**config.mk**
```make
export PLATFORM = sky130hd
export DESIGN_NAME = bin2bcd_conv
export DESIGN_NICKNAME = d
export VERILOG_FILES = /design/src/rtl/bin2bcd_conv.sv
export SDC_FILE = /design/constraint.sdc
export NUM_CORES = 1
export LEC_CHECK = 0
export ABC_AREA = 1
export BUFFER_PORTS_ARGS = -buffer_cell sky130_fd_sc_hd__buf_2
export CAP_MARGIN = 10
export CORE_UTILIZATION = 32
export CTS_CLUSTER_DIAMETER = 60
export DETAILED_ROUTE_END_ITERATION = 7
export PLACE_DENSITY = 0.6
export REMOVE_ABC_BUFFERS = 1
export SETUP_SLACK_MARGIN = 0.5
export SLEW_MARGIN = 20
export SYNTH_ARGS = -nofsm -noshare
export SYNTH_HDL_FRONTEND = slang
export SYNTH_SLANG_ARGS = --single-unit
```
**constraint.sdc**
```tcl
create_clock -name CLK -period 4 [get_ports CLK]
set_clock_uncertainty 0.05 [all_clocks]
set_input_delay 1.2 -clock CLK [delete_from_list [all_inputs] [get_ports CLK]]
set_output_delay 1.2 -clock CLK [all_outputs]
set_load 0.02 [all_outputs]
```
**src/rtl/bin2bcd_conv.sv**
```systemverilog
// ============================================================================
// Module      : bin2bcd_conv
// Description : Sequential shift-and-add-3 binary-to-BCD converter, one bit
//               per clock, feeding the four-digit seven-segment scanner.
//               BIN2BCD_SAT_EN: overflow loads 16'h9999 instead of 16'hEEEE.
// Revision    : 1.0 - initial release
// ============================================================================
`default_nettype none

module bin2bcd_conv #(
  parameter int BIN_W = 14
) (
  input  logic             CLK,
  input  logic             RST,
  input  logic             START,
  input  logic [BIN_W-1:0] DIN,
  output logic [15:0]      DOUT,
  output logic             BUSY,
  output logic             DONE,
  output logic             OVF
);

  typedef enum logic [0:0] {
    ST_IDLE  = 1'b0,
    ST_SHIFT = 1'b1
  } state_t;

  localparam logic [3:0] c_LAST = 4'(BIN_W - 1);
`ifdef BIN2BCD_SAT_EN
  localparam logic [15:0] c_OVF_CODE = 16'h9999;
`else
  localparam logic [15:0] c_OVF_CODE = 16'hEEEE;
`endif

  state_t           r_state;
  logic [BIN_W-1:0] r_bin;
  logic [15:0]      r_bcd;
  logic [3:0]       r_cnt;
  logic             r_rng;

  logic [15:0]      w_adj;
  logic [15:0]      w_bcd_nxt;
  logic [BIN_W-1:0] w_bin_nxt;
  logic             w_rng;

  // Nibbles never exceed 12 after the adjust, so no carry crosses nibbles.
  for (genvar gi = 0; gi < 4; gi++) begin : g_nib
    assign w_adj[4*gi +: 4] = (r_bcd[4*gi +: 4] >= 4'd5) ? r_bcd[4*gi +: 4] + 4'd3
                                                         : r_bcd[4*gi +: 4];
  end

  assign w_bcd_nxt = 16'({w_adj, r_bin[BIN_W-1]});
  assign w_bin_nxt = {r_bin[BIN_W-2:0], 1'b0};
  assign w_rng     = (32'(DIN) > 32'd9999);

  always_ff @(posedge CLK) begin
    if (!RST) begin
      r_state <= ST_IDLE;
      r_bin   <= '0;
      r_bcd   <= '0;
      r_cnt   <= '0;
      r_rng   <= 1'b0;
      DOUT    <= '0;
      BUSY    <= 1'b0;
      DONE    <= 1'b0;
      OVF     <= 1'b0;
    end else begin
      DONE <= 1'b0;
      case (r_state)
        ST_IDLE: begin
          if (START) begin
            r_bin   <= DIN;
            r_bcd   <= '0;
            r_cnt   <= '0;
            r_rng   <= w_rng;
            BUSY    <= 1'b1;
            r_state <= ST_SHIFT;
          end
        end
        ST_SHIFT: begin
          r_bcd <= w_bcd_nxt;
          r_bin <= w_bin_nxt;
          r_cnt <= r_cnt + 4'd1;
          if (r_cnt == c_LAST) begin
            DOUT    <= r_rng ? c_OVF_CODE : w_bcd_nxt;
            OVF     <= r_rng;
            DONE    <= 1'b1;
            BUSY    <= 1'b0;
            r_state <= ST_IDLE;
          end
        end
        default: r_state <= ST_IDLE;
      endcase
    end
  end

endmodule

`default_nettype wire

```
Yosys cells after proc, flatten, opt, wreduce, memory -nomap -nowiden
Index checks and enable logic that the tools add are counted.
{ "op_classes": {"reduce_logical": 4, "eq_ne": 3, "add_sub_neg": 5, "order_cmp": 5, "mux": 18, "n_bitwise": 1} }
{ "ops": {"columns": ["cell", "count"], "rows": [
  ["16-bit two-way mux", 2],
  ["16-bit one-hot mux with 2 select lines", 1],
  ["14-bit one-hot mux with 2 select lines", 1],
  ["4-bit by 3-bit greater-or-equal comparator with 1-bit output, second input constant", 4],
  ["4-bit two-way mux", 4],
  ["14-bit > comparator, second input constant", 1],
  ["14-bit two-way mux", 1],
  ["4-bit by 2-bit adder with 4-bit output, second input constant", 3],
  ["4-bit one-hot mux with 2 select lines", 1],
  ["2-bit AND reduction", 4],
  ["1-bit two-way mux", 5],
  ["4-bit by 1-bit adder with 4-bit output, second input constant", 1],
  ["4-bit equality test, second input constant", 1],
  ["1-bit one-hot mux with 2 select lines", 2],
  ["3-bit by 2-bit adder with 3-bit output, second input constant", 1],
  ["3-bit two-way mux", 1],
  ["2-bit by 1-bit inequality test with 1-bit output, second input constant", 1],
  ["2-bit inequality test, second input constant", 1],
  ["1-bit inverter", 1]
]} }
{ "word_totals": {"word_cells": 45, "out_inout_bits": 19, "ff_bits": 55, "input_bits": 17} }

Longest topological paths before layout
Gate-level depths: netlist of run 1.
{ "logic_depth": {"word_depth": 3, "mapped_depth": 10, "ltp_nobuf": 10} }

Worst setup path after synthesis of run 1
No wires, ideal clock.
{ "synth_timing": {"path_kind": "input port to flip-flop", "startpoint": "input RST", "endpoint": "register DONE", "required_time_ps": 3833, "arrival_ps": 1801, "n_path_buf": 3, "cell_stages": 5, "path_slack_ps": 2032, "setup_time_ps": 117, "path_cell_list": "buf_2 > inv_1 > buf_2 > buf_2 > nor2_1"} }
{ "synth_via": {"elab_chain_cells": 1} }
{ "synth_lines": {"columns": ["element", "line", "rtl"], "rows": [
  ["start, declared", "14", "input logic RST,"],
  ["2-bit AND reduction (no line)", null, null],
  ["end signal, assigned", "65", "DONE <= 1'b0;"],
  ["end signal, assigned", "68", "DONE <= 1'b0;"],
  ["end signal, assigned", "87", "DONE <= 1'b1;"],
  ["end, declared", "19", "output logic DONE,"]
]} }
No other way between the ends.
A chain may end at the register's enable or synchronous reset.

Final worst setup path of run 1
{ "layout_timing": {"startpoint": "register DOUT[4]", "endpoint": "output DOUT[4]"} }
{ "layout_rtl": {"columns": ["element", "line", "rtl"], "rows": [
  ["start, declared", "17", "output logic [15:0] DOUT,"],
  ["start signal, assigned", "85", "DOUT <= r_rng ? c_OVF_CODE : w_bcd_nxt;"]
]} }
No word-level cell between the ends.

==> impl_metrics.tcl, run 1 <==
set metrics [dict create \
    grt_pass1_vias 2378 \
    use_met2_pct 25.3 \
    ios 36 \
    grt_pass1_wl_um 10400 \
    critPathSlowestCell "dfxtp_1" \
    ant_nets 0 \
    rsz0062_at_grt "no" \
    synth_edf_count 0 \
    status "finished clean" \
    setup-tns-final_ps 0 \
    dp_hpwl_um 4100 \
    worstPathCellList "buf_2" \
    cp_max_fo 2 \
    use_met3_pct 2.96 \
    synth_area_per_cell_um2 6.82 \
    cp_top_family "flip-flops" \
    hp-start "r_bin[13]$_SDFFE_PN0P_" \
    multi_input_area_um2 1250 \
    wl_per_cell_um 11.4 \
    clk-insertion-delay-late_ps 300 \
    nFillCells 861 \
    netlist_instances 386 \
    slew_violations 0 \
    synthTopCellsByCount "nand2_1, inv_1, dfxtp_1" \
    area_delta_synth_final_pct 13.9 \
    cts_tree "done" \
    h-tree-depth 2 \
    nNetsFinal 444 \
    rows 32 \
    p_per_area_nw_per_um2 325 \
    numCtsBuffers 5 \
    grt-ovfl-total 0 \
    yosys_warnings 0 \
    ys.flop_type "dfxtp_1" \
    root_buffer "clkbuf_8" \
    ys_async_sr_fraction_pct 0 \
    clk_pin_slew_ps 90 \
    die_width_um 92.7 \
    port_buffers 35 \
    drt_iter0_markers 107 \
    grt_max_degree 26 \
    r2r_start "r_state$_SDFF_PN0_" \
    clock_sinks 55 \
    crit_required_ps 2750 \
    core_region_area_um2 7850 \
    postCtsHoldBufs 0 \
    grt.total_usage_pct 14.9 \
    postCtsResizedCells 0 \
    synthTopCellsByArea "dfxtp_1, nand2_1, inv_1" \
    cp-start-kind "register" \
    antenna_found_initial 0 \
    max-cap-violations 0 \
    gr-usage-met1_pct 18.9 \
    hold_class "register to register" \
    gp_congestion 0.860 \
    die_area_um2 8590 \
    synth_seq_cells 55 \
    start_util_pct 33.5 \
    finalHoldViolations 0 \
    ys_seq_area_share_pct 41.8 \
    tightest_slew_ps 616 \
    die_y_um 92.7 \
    synth_top_cell_by_area "dfxtp_1" \
    synth_most_common_cell "nand2_1" \
    cp.arrival_ps 860 \
    drt-total-wl_um 5910 \
    critPathMaxStageDelay_ps 380 \
    clock_path_buffers 2 \
    post-route-drc-count 0 \
    synthesis.area_um2 2630 \
    avgViaCountPerCell 4.72 \
    leakage_uw 0.00147 \
    drive_gt1_share_pct 12.0 \
    drt_pass1_iterations 4 \
    vias 2453 \
    fin_crit_sh_pct 52.7 \
    diodes 0 \
    reg2reg_setup_slack_ps 2050 \
    ys_types 21 \
    top_usage_layer "met2" \
    yosysTopAreaCellShare_pct 41.8 \
    finalSetupViolCount 0 \
    crit_start "DOUT[4]$_SDFFE_PN0P_" \
    cp-end-kind "output pin" \
    vdd_drop_max_v 0.000127 \
    max-slew-margin-rel_pct 58.9 \
    path_buf_inv 1 \
    holdWs_ps 411 \
    regArea_um2 1100 \
    fmax_ghz 0.474 \
    min_period_ps 2110 \
    worstSetupPathType "register to output pin" \
    cts_setup_buffers 0 \
]
==> sequential cells by signal, summed over array words and instances, names as in the netlist <==
name,count
r_rng,1
r_cnt,4
r_bin,14
r_bcd,16
r_state,1
BUSY,1
DOUT,16
OVF,1
DONE,1
==> area by class of cell <==
type	count	share of cell area, %
clock buffer	8	3.34
inverter	56	7.01
multi-input combinational	259	41.6
sequential	55	36.7
tap	102	4.26
timing repair buffer	40	7.10
==> final timing paths <==
check / end / cells past startpoint
worst max-delay path: DOUT[4] / 1
worst min-delay path: r_bcd[0]$_SDFFE_PN0P_ / 2
worst max register to register: r_bin[13]$_SDFFE_PN0P_ / 5
worst min register to register: r_bcd[0]$_SDFFE_PN0P_ / 2
==> where the power goes <==
group          internal [µW]  switching (µW)
registers                559            10.0
logic                   25.1            47.2
clock network            158             174
==> cells in the final DEF, fill, tap and decap left out, drive strengths merged <==
cell,instances
dfxtp,55
a21oi,26
nand2,113
nor2,31
buf,40
o21bai,2
o211ai,2
nor3b,1
ha,10
o22ai,1
inv,56
nand3,38
o21ai,18
a22oi,5
clkbuf,8
nand4,11
or2,1
==> stage by stage <==
stage	total power [µW]	area (µm²)	instances	setup slack, ps	utilization, %
floorplan	619	2560	370	1300	-
global placement	653	2900	512	1620	36.9
detailed placement	654	2900	512	1610	36.9
CTS	985	3000	520	1880	38.2
global route	1020	3000	520	1720	38.2
finish	974	3000	520	1890	38.2
==> kinds of logic after synthesis <==
family	after synthesis	share of synthesized area, %
adder cells (fa/ha/maj)	10	4.75
AO/OA/AOI/OAI	54	11.2
flip-flops	55	41.8
AND/OR/NAND/NOR	195	31.4
buffers and inverters	72	10.8
==> layer usage <==
metal,wire (µm),share of wire [%]
met2,2740,46
met3,204,3.5
met4,96,1.6
met1,2860,49
met5,0,0
Power figures use the tool's default switching activity.
==> inputs of run 2 (changes only) <==
==> constraint.sdc (replaced) <==
create_clock -name CLK -period 2.2 [get_ports CLK]
set_clock_uncertainty 0.05 [all_clocks]
set_input_delay 0.66 -clock CLK [delete_from_list [all_inputs] [get_ports CLK]]
set_output_delay 0.66 -clock CLK [all_outputs]
set_load 0.02 [all_outputs]
==> run 2 against run 1 <==
  * Setup slack worse by 1300 ps
  * Global-route usage down 0.099 points
  * Die area is the same
  * Register-to-register slack got worse by 1400 ps
  * Cell count increased by 1.5%
  * Total power is 91% higher
  * First-iteration DRC count is 29% lower
  * Largest power group unchanged
  * Core utilization increased by 1.0 points
  * Via count down 0.49%
  * Sequential power grew 81%
==> impl_metrics.tcl, run 2 (same netlist as run 1, synthesis figures left out) <==
set metrics [dict create \
    status "finished clean" \
    wl_met1_um 2700 \
    nNetsFinal 452 \
    cp-start-kind "register" \
    reg_top3 "DOUT: 16 flops, r_bcd: 16 flops, r_bin: 14 flops" \
    max-cap-violations 0 \
    setup-tns-final_ps 0 \
    critPathSlowestCell "dfxtp_1" \
    wl_per_cell_um 11.1 \
    highest_layer "met4" \
    die_width_um 92.7 \
    grt-ovfl-total 0 \
    avgViaCountPerCell 4.62 \
    start_util_pct 33.5 \
    die_y_um 92.7 \
    core_region_area_um2 7850 \
    p_per_area_nw_per_um2 604 \
    slew_violations 0 \
    grt_max_degree 27 \
    gp_congestion 0.798 \
    dp_hpwl_um 4180 \
    die_area_um2 8590 \
    h-tree-depth 2 \
    min_period_ps 1560 \
    ant_nets 0 \
    finalSetupViolCount 0 \
    leakage_uw 0.00152 \
    port_buffers 35 \
    path_buf_inv 2 \
    grt_pass1_vias 2360 \
    rows 32 \
    cp_top_family "simple AND/OR/NAND/NOR gates" \
    crit_top_cell "nand2_1" \
    nFillCells 886 \
    vdd_drop_max_v 0.000325 \
    layout_commonest_cell "nand2_1" \
    ios 36 \
    wl_met3_um 232 \
    dpl-instance-area_um2 2930 \
    numCtsBuffers 5 \
    finalInstanceArea_um2 3080 \
    tightest_slew_ps 283 \
    clock_path_buffers 2 \
    post-route-drc-count 0 \
    drive_gt1_share_pct 14.3 \
    cts_tree "done" \
    antenna_found_initial 0 \
    critPathMaxStageDelay_ps 420 \
    rsz0062_at_grt "no" \
    clk-insertion-delay-late_ps 310 \
    met2_length_um 2760 \
    grt.total_usage_pct 14.8 \
    mostFrequentLayoutCells "nand2_1, dfxtp_1, inv_1" \
    finalHoldViolations 0 \
    root_buffer "clkbuf_8" \
    max-slew-margin-rel_pct 81.1 \
    crit_required_ps 2360 \
    hold_class "register to register" \
    clock_sinks 55 \
    diodes 0 \
    drt-total-wl_um 5850 \
    vias 2441 \
    worstPathCellList "ha_1 -> nand4_2 -> nor2_4 -> buf_4 -> nand2_1 -> nand2_1 -> inv_1" \
    worstSetupPathType "register to register" \
    clk_pin_slew_ps 100 \
    fin_crit_sh_pct 70.9 \
    cp.arrival_ps 1720 \
    cp_max_fo 9 \
    area_delta_synth_final_pct 16.9 \
    cp-end-kind "register" \
    fmax_ghz 0.641 \
    grt_pass1_wl_um 10200 \
    postCtsHoldBufs 0 \
    drt_iter0_markers 76 \
    drt_pass1_iterations 4 \
]
run 2: worst reg2reg max path, cell delays in order, from the launching register on:
cell     delay, ps
dfxtp_1        420
ha_1           200
nand4_2        170
nor2_4         270
buf_4          200
nand2_1         60
nand2_1         60
inv_1           30
run 2: layout make-up:
class	count	area, µm²	area share (%)
clock inverter	2	35.0	1.14
inverter	56	210	6.83
clock buffer	6	82.6	2.68
timing repair buffer	48	273	8.86
tap	102	128	4.15
multi-input combinational	259	1250	40.6
sequential	55	1100	35.8
run 2: final timing paths:
kind                                             from              endpoint  slack (ps)  cells past startpoint
worst max-delay path            r_cnt[0]$_SDFFE_PN0P_  DOUT[6]$_SDFFE_PN0P_         640                      7
worst min-delay path             DOUT[4]$_SDFFE_PN0P_  DOUT[4]$_SDFFE_PN0P_         410                      2
worst max register to register  r_cnt[0]$_SDFFE_PN0P_  DOUT[6]$_SDFFE_PN0P_         640                      7
worst min register to register   DOUT[4]$_SDFFE_PN0P_  DOUT[4]$_SDFFE_PN0P_         410                      2
run 2: report_power, final:
part | internal (µW) | switching (µW)
Clock | 369 | 321
Sequential | 1020 | 13.8
Combinational | 50.8 | 89.5
run 2: per-layer routing:
metal	up-vias	global-route usage, %
li1	1299	-
met1	1079	17.7
met2	50	25.8
met3	13	2.71
met4	0	6.67
met5	-	0
run 2: stage by stage:
step           hold WS [ps]  utilization (%)  power, µW  std cells  setup slack [ps]
5_1_grt                 445             39.2       1940        528               522
4_1_cts                 415             38.8       1890        524               513
3_5_place_dp            397             37.3       1190        516               497
6_report                409             39.2       1860        528               640
2_1_floorplan           386                -       1130        370              39.0
3_3_place_gp            389             37.3       1190        516               532
run 2: repair_timing:
item | in CTS | in global routing
endpoints found under the setup margin | 0 | 7
resized for setup | 0 | 2
buffers inserted | 0 | 4
==> inputs of run 3 (changes only) <==
--- a/config.mk
+++ b/config.mk
@@ -11,7 +11,7 @@
 export CORE_UTILIZATION = 32
 export CTS_CLUSTER_DIAMETER = 60
 export DETAILED_ROUTE_END_ITERATION = 7
-export PLACE_DENSITY = 0.6
+export PLACE_DENSITY = 0.62
 export REMOVE_ABC_BUFFERS = 1
 export SETUP_SLACK_MARGIN = 0.5
 export SLEW_MARGIN = 20
==> constraint.sdc (replaced) <==
create_clock -name CLK -period 1.4 [get_ports CLK]
set_clock_uncertainty 0.05 [all_clocks]
set_input_delay 0.42 -clock CLK [delete_from_list [all_inputs] [get_ports CLK]]
set_output_delay 0.42 -clock CLK [all_outputs]
set_load 0.02 [all_outputs]
==> run 3 against run 2 <==
  * Global-route usage increased by 2.3 points
  * Cell count is 7.0% higher
  * Register-to-register slack worse by 520 ps
  * Clock power grew 43%
  * Worst hold slack got worse by 55 ps
  * First-iteration DRC count is 16% higher
  * Critical path type unchanged
  * Cell area up 34%
  * Critical path depth is 1 lower
  * Count of clock-buffer cells in the layout rose by 2
  * Sequential share of layout area down 8.1 points
  * Highest routed layer unchanged
==> impl_metrics.tcl, run 3 (same netlist as run 1, synthesis figures left out) <==
set metrics [dict create \
    status "finished clean" \
    swShare_pct 25.6 \
    utilization_pct 52.6 \
    die_area_um2 8590 \
    root_buffer "clkbuf_8" \
    finalSetupViolCount 0 \
    port_buffers 35 \
    cp.arrival_ps 1490 \
    cts_tree "done" \
    reg2reg_to "r_bcd[10]$_SDFFE_PN0P_" \
    core_region_area_um2 7850 \
    slew_violations 0 \
    grt.total_usage_pct 17.1 \
    rr_worst_depth 6 \
    layout_commonest_cell "nand2_1" \
    leakage_uw 0.00202 \
    die_width_um 92.7 \
    p_comb_share_pct 12.9 \
    drt_iter0_markers 88 \
    numCtsBuffers 5 \
    min_to "r_bin[0]$_SDFFE_PN0P_" \
    reg_top3 "DOUT: 16 flops, r_bcd: 16 flops, r_bin: 14 flops" \
    mostFrequentLayoutCells "nand2_1, inv_1, buf_6" \
    r2r_start "r_state$_SDFF_PN0_" \
    dp_hpwl_um 4360 \
    power.internal_uw 2230 \
    post-route-drc-count 0 \
    multi_input_area_um2 1720 \
    cp-end-kind "register" \
    drt-total-wl_um 7140 \
    hp-start "DIN[0]" \
    die_y_um 92.7 \
    start_util_pct 33.5 \
    worstSetupPathType "register to register" \
    max-cap-violations 0 \
    ios 36 \
    vias 2673 \
    fin_crit_sh_pct 91.8 \
    sequentialPowerShare_pct 54.3 \
    crit_required_ps 1600 \
    nFillCells 741 \
    rows 32 \
    diodes 0 \
    p_per_area_nw_per_um2 725 \
    fmax_ghz 0.778 \
    hold_depth 3 \
    finalHoldViolations 0 \
    clkPwrFrac_pct 32.9 \
    tightest_slew_ps 372 \
    cp_max_fo 7 \
    rsz0062_at_grt "yes" \
    drt_pass1_iterations 4 \
    antenna_found_initial 0 \
    clk_pin_slew_ps 100 \
    grt_pass1_wl_um 11800 \
    regArea_um2 1140 \
    avgViaCountPerCell 4.73 \
    cp-start-kind "register" \
    wl_per_cell_um 12.6 \
    grt-ovfl-total 0 \
    setup-tns-final_ps 0 \
    grt_pass1_vias 2654 \
    grt_max_degree 20 \
    gp_congestion 0.770 \
    drive_gt1_share_pct 48.4 \
    min_period_ps 1280 \
    hold_class "input port to register" \
    max-slew-margin-rel_pct 75.2 \
    clk-insertion-delay-late_ps 320 \
    clock_path_buffers 2 \
    vdd_drop_max_v 0.000460 \
    reg2reg_setup_slack_ps 120 \
    clock_sinks 55 \
    h-tree-depth 2 \
    p_switching_uw 767 \
    ant_nets 0 \
    nNetsFinal 489 \
    area_delta_synth_final_pct 56.8 \
]
==> run 3: changes by cell type in the layout (fill, tap and decap cells not counted), sizes merged <==
cell,change
buf,+35
clkbuf,+4
clkinv,-1
bufinv,-1
==> run 3: worst max path at each step <==
stage	from	slack (ps)	to
2_1_floorplan	r_state$_SDFF_PN0_	-750	r_bin[13]$_SDFFE_PN0P_
3_3_place_gp	r_cnt[1]$_SDFFE_PN0P_	4	BUSY$_SDFFE_PN0P_
3_5_place_dp	r_cnt[1]$_SDFFE_PN0P_	20	BUSY$_SDFFE_PN0P_
4_1_cts	r_cnt[1]$_SDFFE_PN0P_	110	DOUT[0]$_SDFFE_PN0P_
5_1_grt	r_state$_SDFF_PN0_	40	r_bcd[8]$_SDFFE_PN0P_
6_report	r_state$_SDFF_PN0_	120	r_bcd[10]$_SDFFE_PN0P_
==> run 3: area by class of cell <==
cell class / instances / share of cell area [%]
timing repair buffer: 85 / 19.4
inverter: 56 / 5.64
clock buffer: 8 / 2.42
multi-input combinational: 259 / 41.8
tap: 102 / 3.09
sequential: 55 / 27.7
==> run 3: power by group through the flow <==
| stage | Sequential [µW] | Combinational, µW | Clock [µW] |
|---|---|---|---|
| floorplan | 1660 | 108 | 0 |
| global route | 1630 | 418 | 1080 |
| CTS | 1620 | 327 | 1020 |
| detailed placement | 1650 | 243 | 0 |
| finish | 1620 | 385 | 984 |
| global placement | 1650 | 239 | 0 |
==> run 3: stage by stage <==
step	std cells	hold WS [ps]	setup WS [ps]	total power [µW]	instance area, µm²
2_1_floorplan	370	386	-753	1770	2560
3_3_place_gp	531	389	3.87	1890	3050
3_5_place_dp	531	399	18.2	1900	3050
4_1_cts	556	332	107	2970	3920
5_1_grt	565	363	37.0	3130	4130
6_report	565	354	115	2990	4130
==> run 3: worst max-delay path, cell delays in order, from the launching register on <==
cell and delay, ps:
dfxtp_4 390, buf_12 140, nor2_4 170, buf_4 160, clkbuf_16 140, nand2_1 50
a21oi_1 130
==> run 3: metal layers <==
| layer | up-vias | GRT usage [%] | part of all wire, % |
|---|---|---|---|
| met5 | - | 0 | 0 |
| met4 | 0 | 5.51 | 1.2 |
| met3 | 8 | 3.20 | 3.3 |
| met2 | 41 | 30.1 | 49 |
| met1 | 1246 | 21.0 | 46 |
| li1 | 1378 | - | - |
==> run 3: timing repair <==
action,in CTS,in global routing
pin swaps,45,25
setup buffers,15,8
resized for setup,198,47
hold buffers,0,0
cloned,2,1
endpoints found under the setup margin,74,74
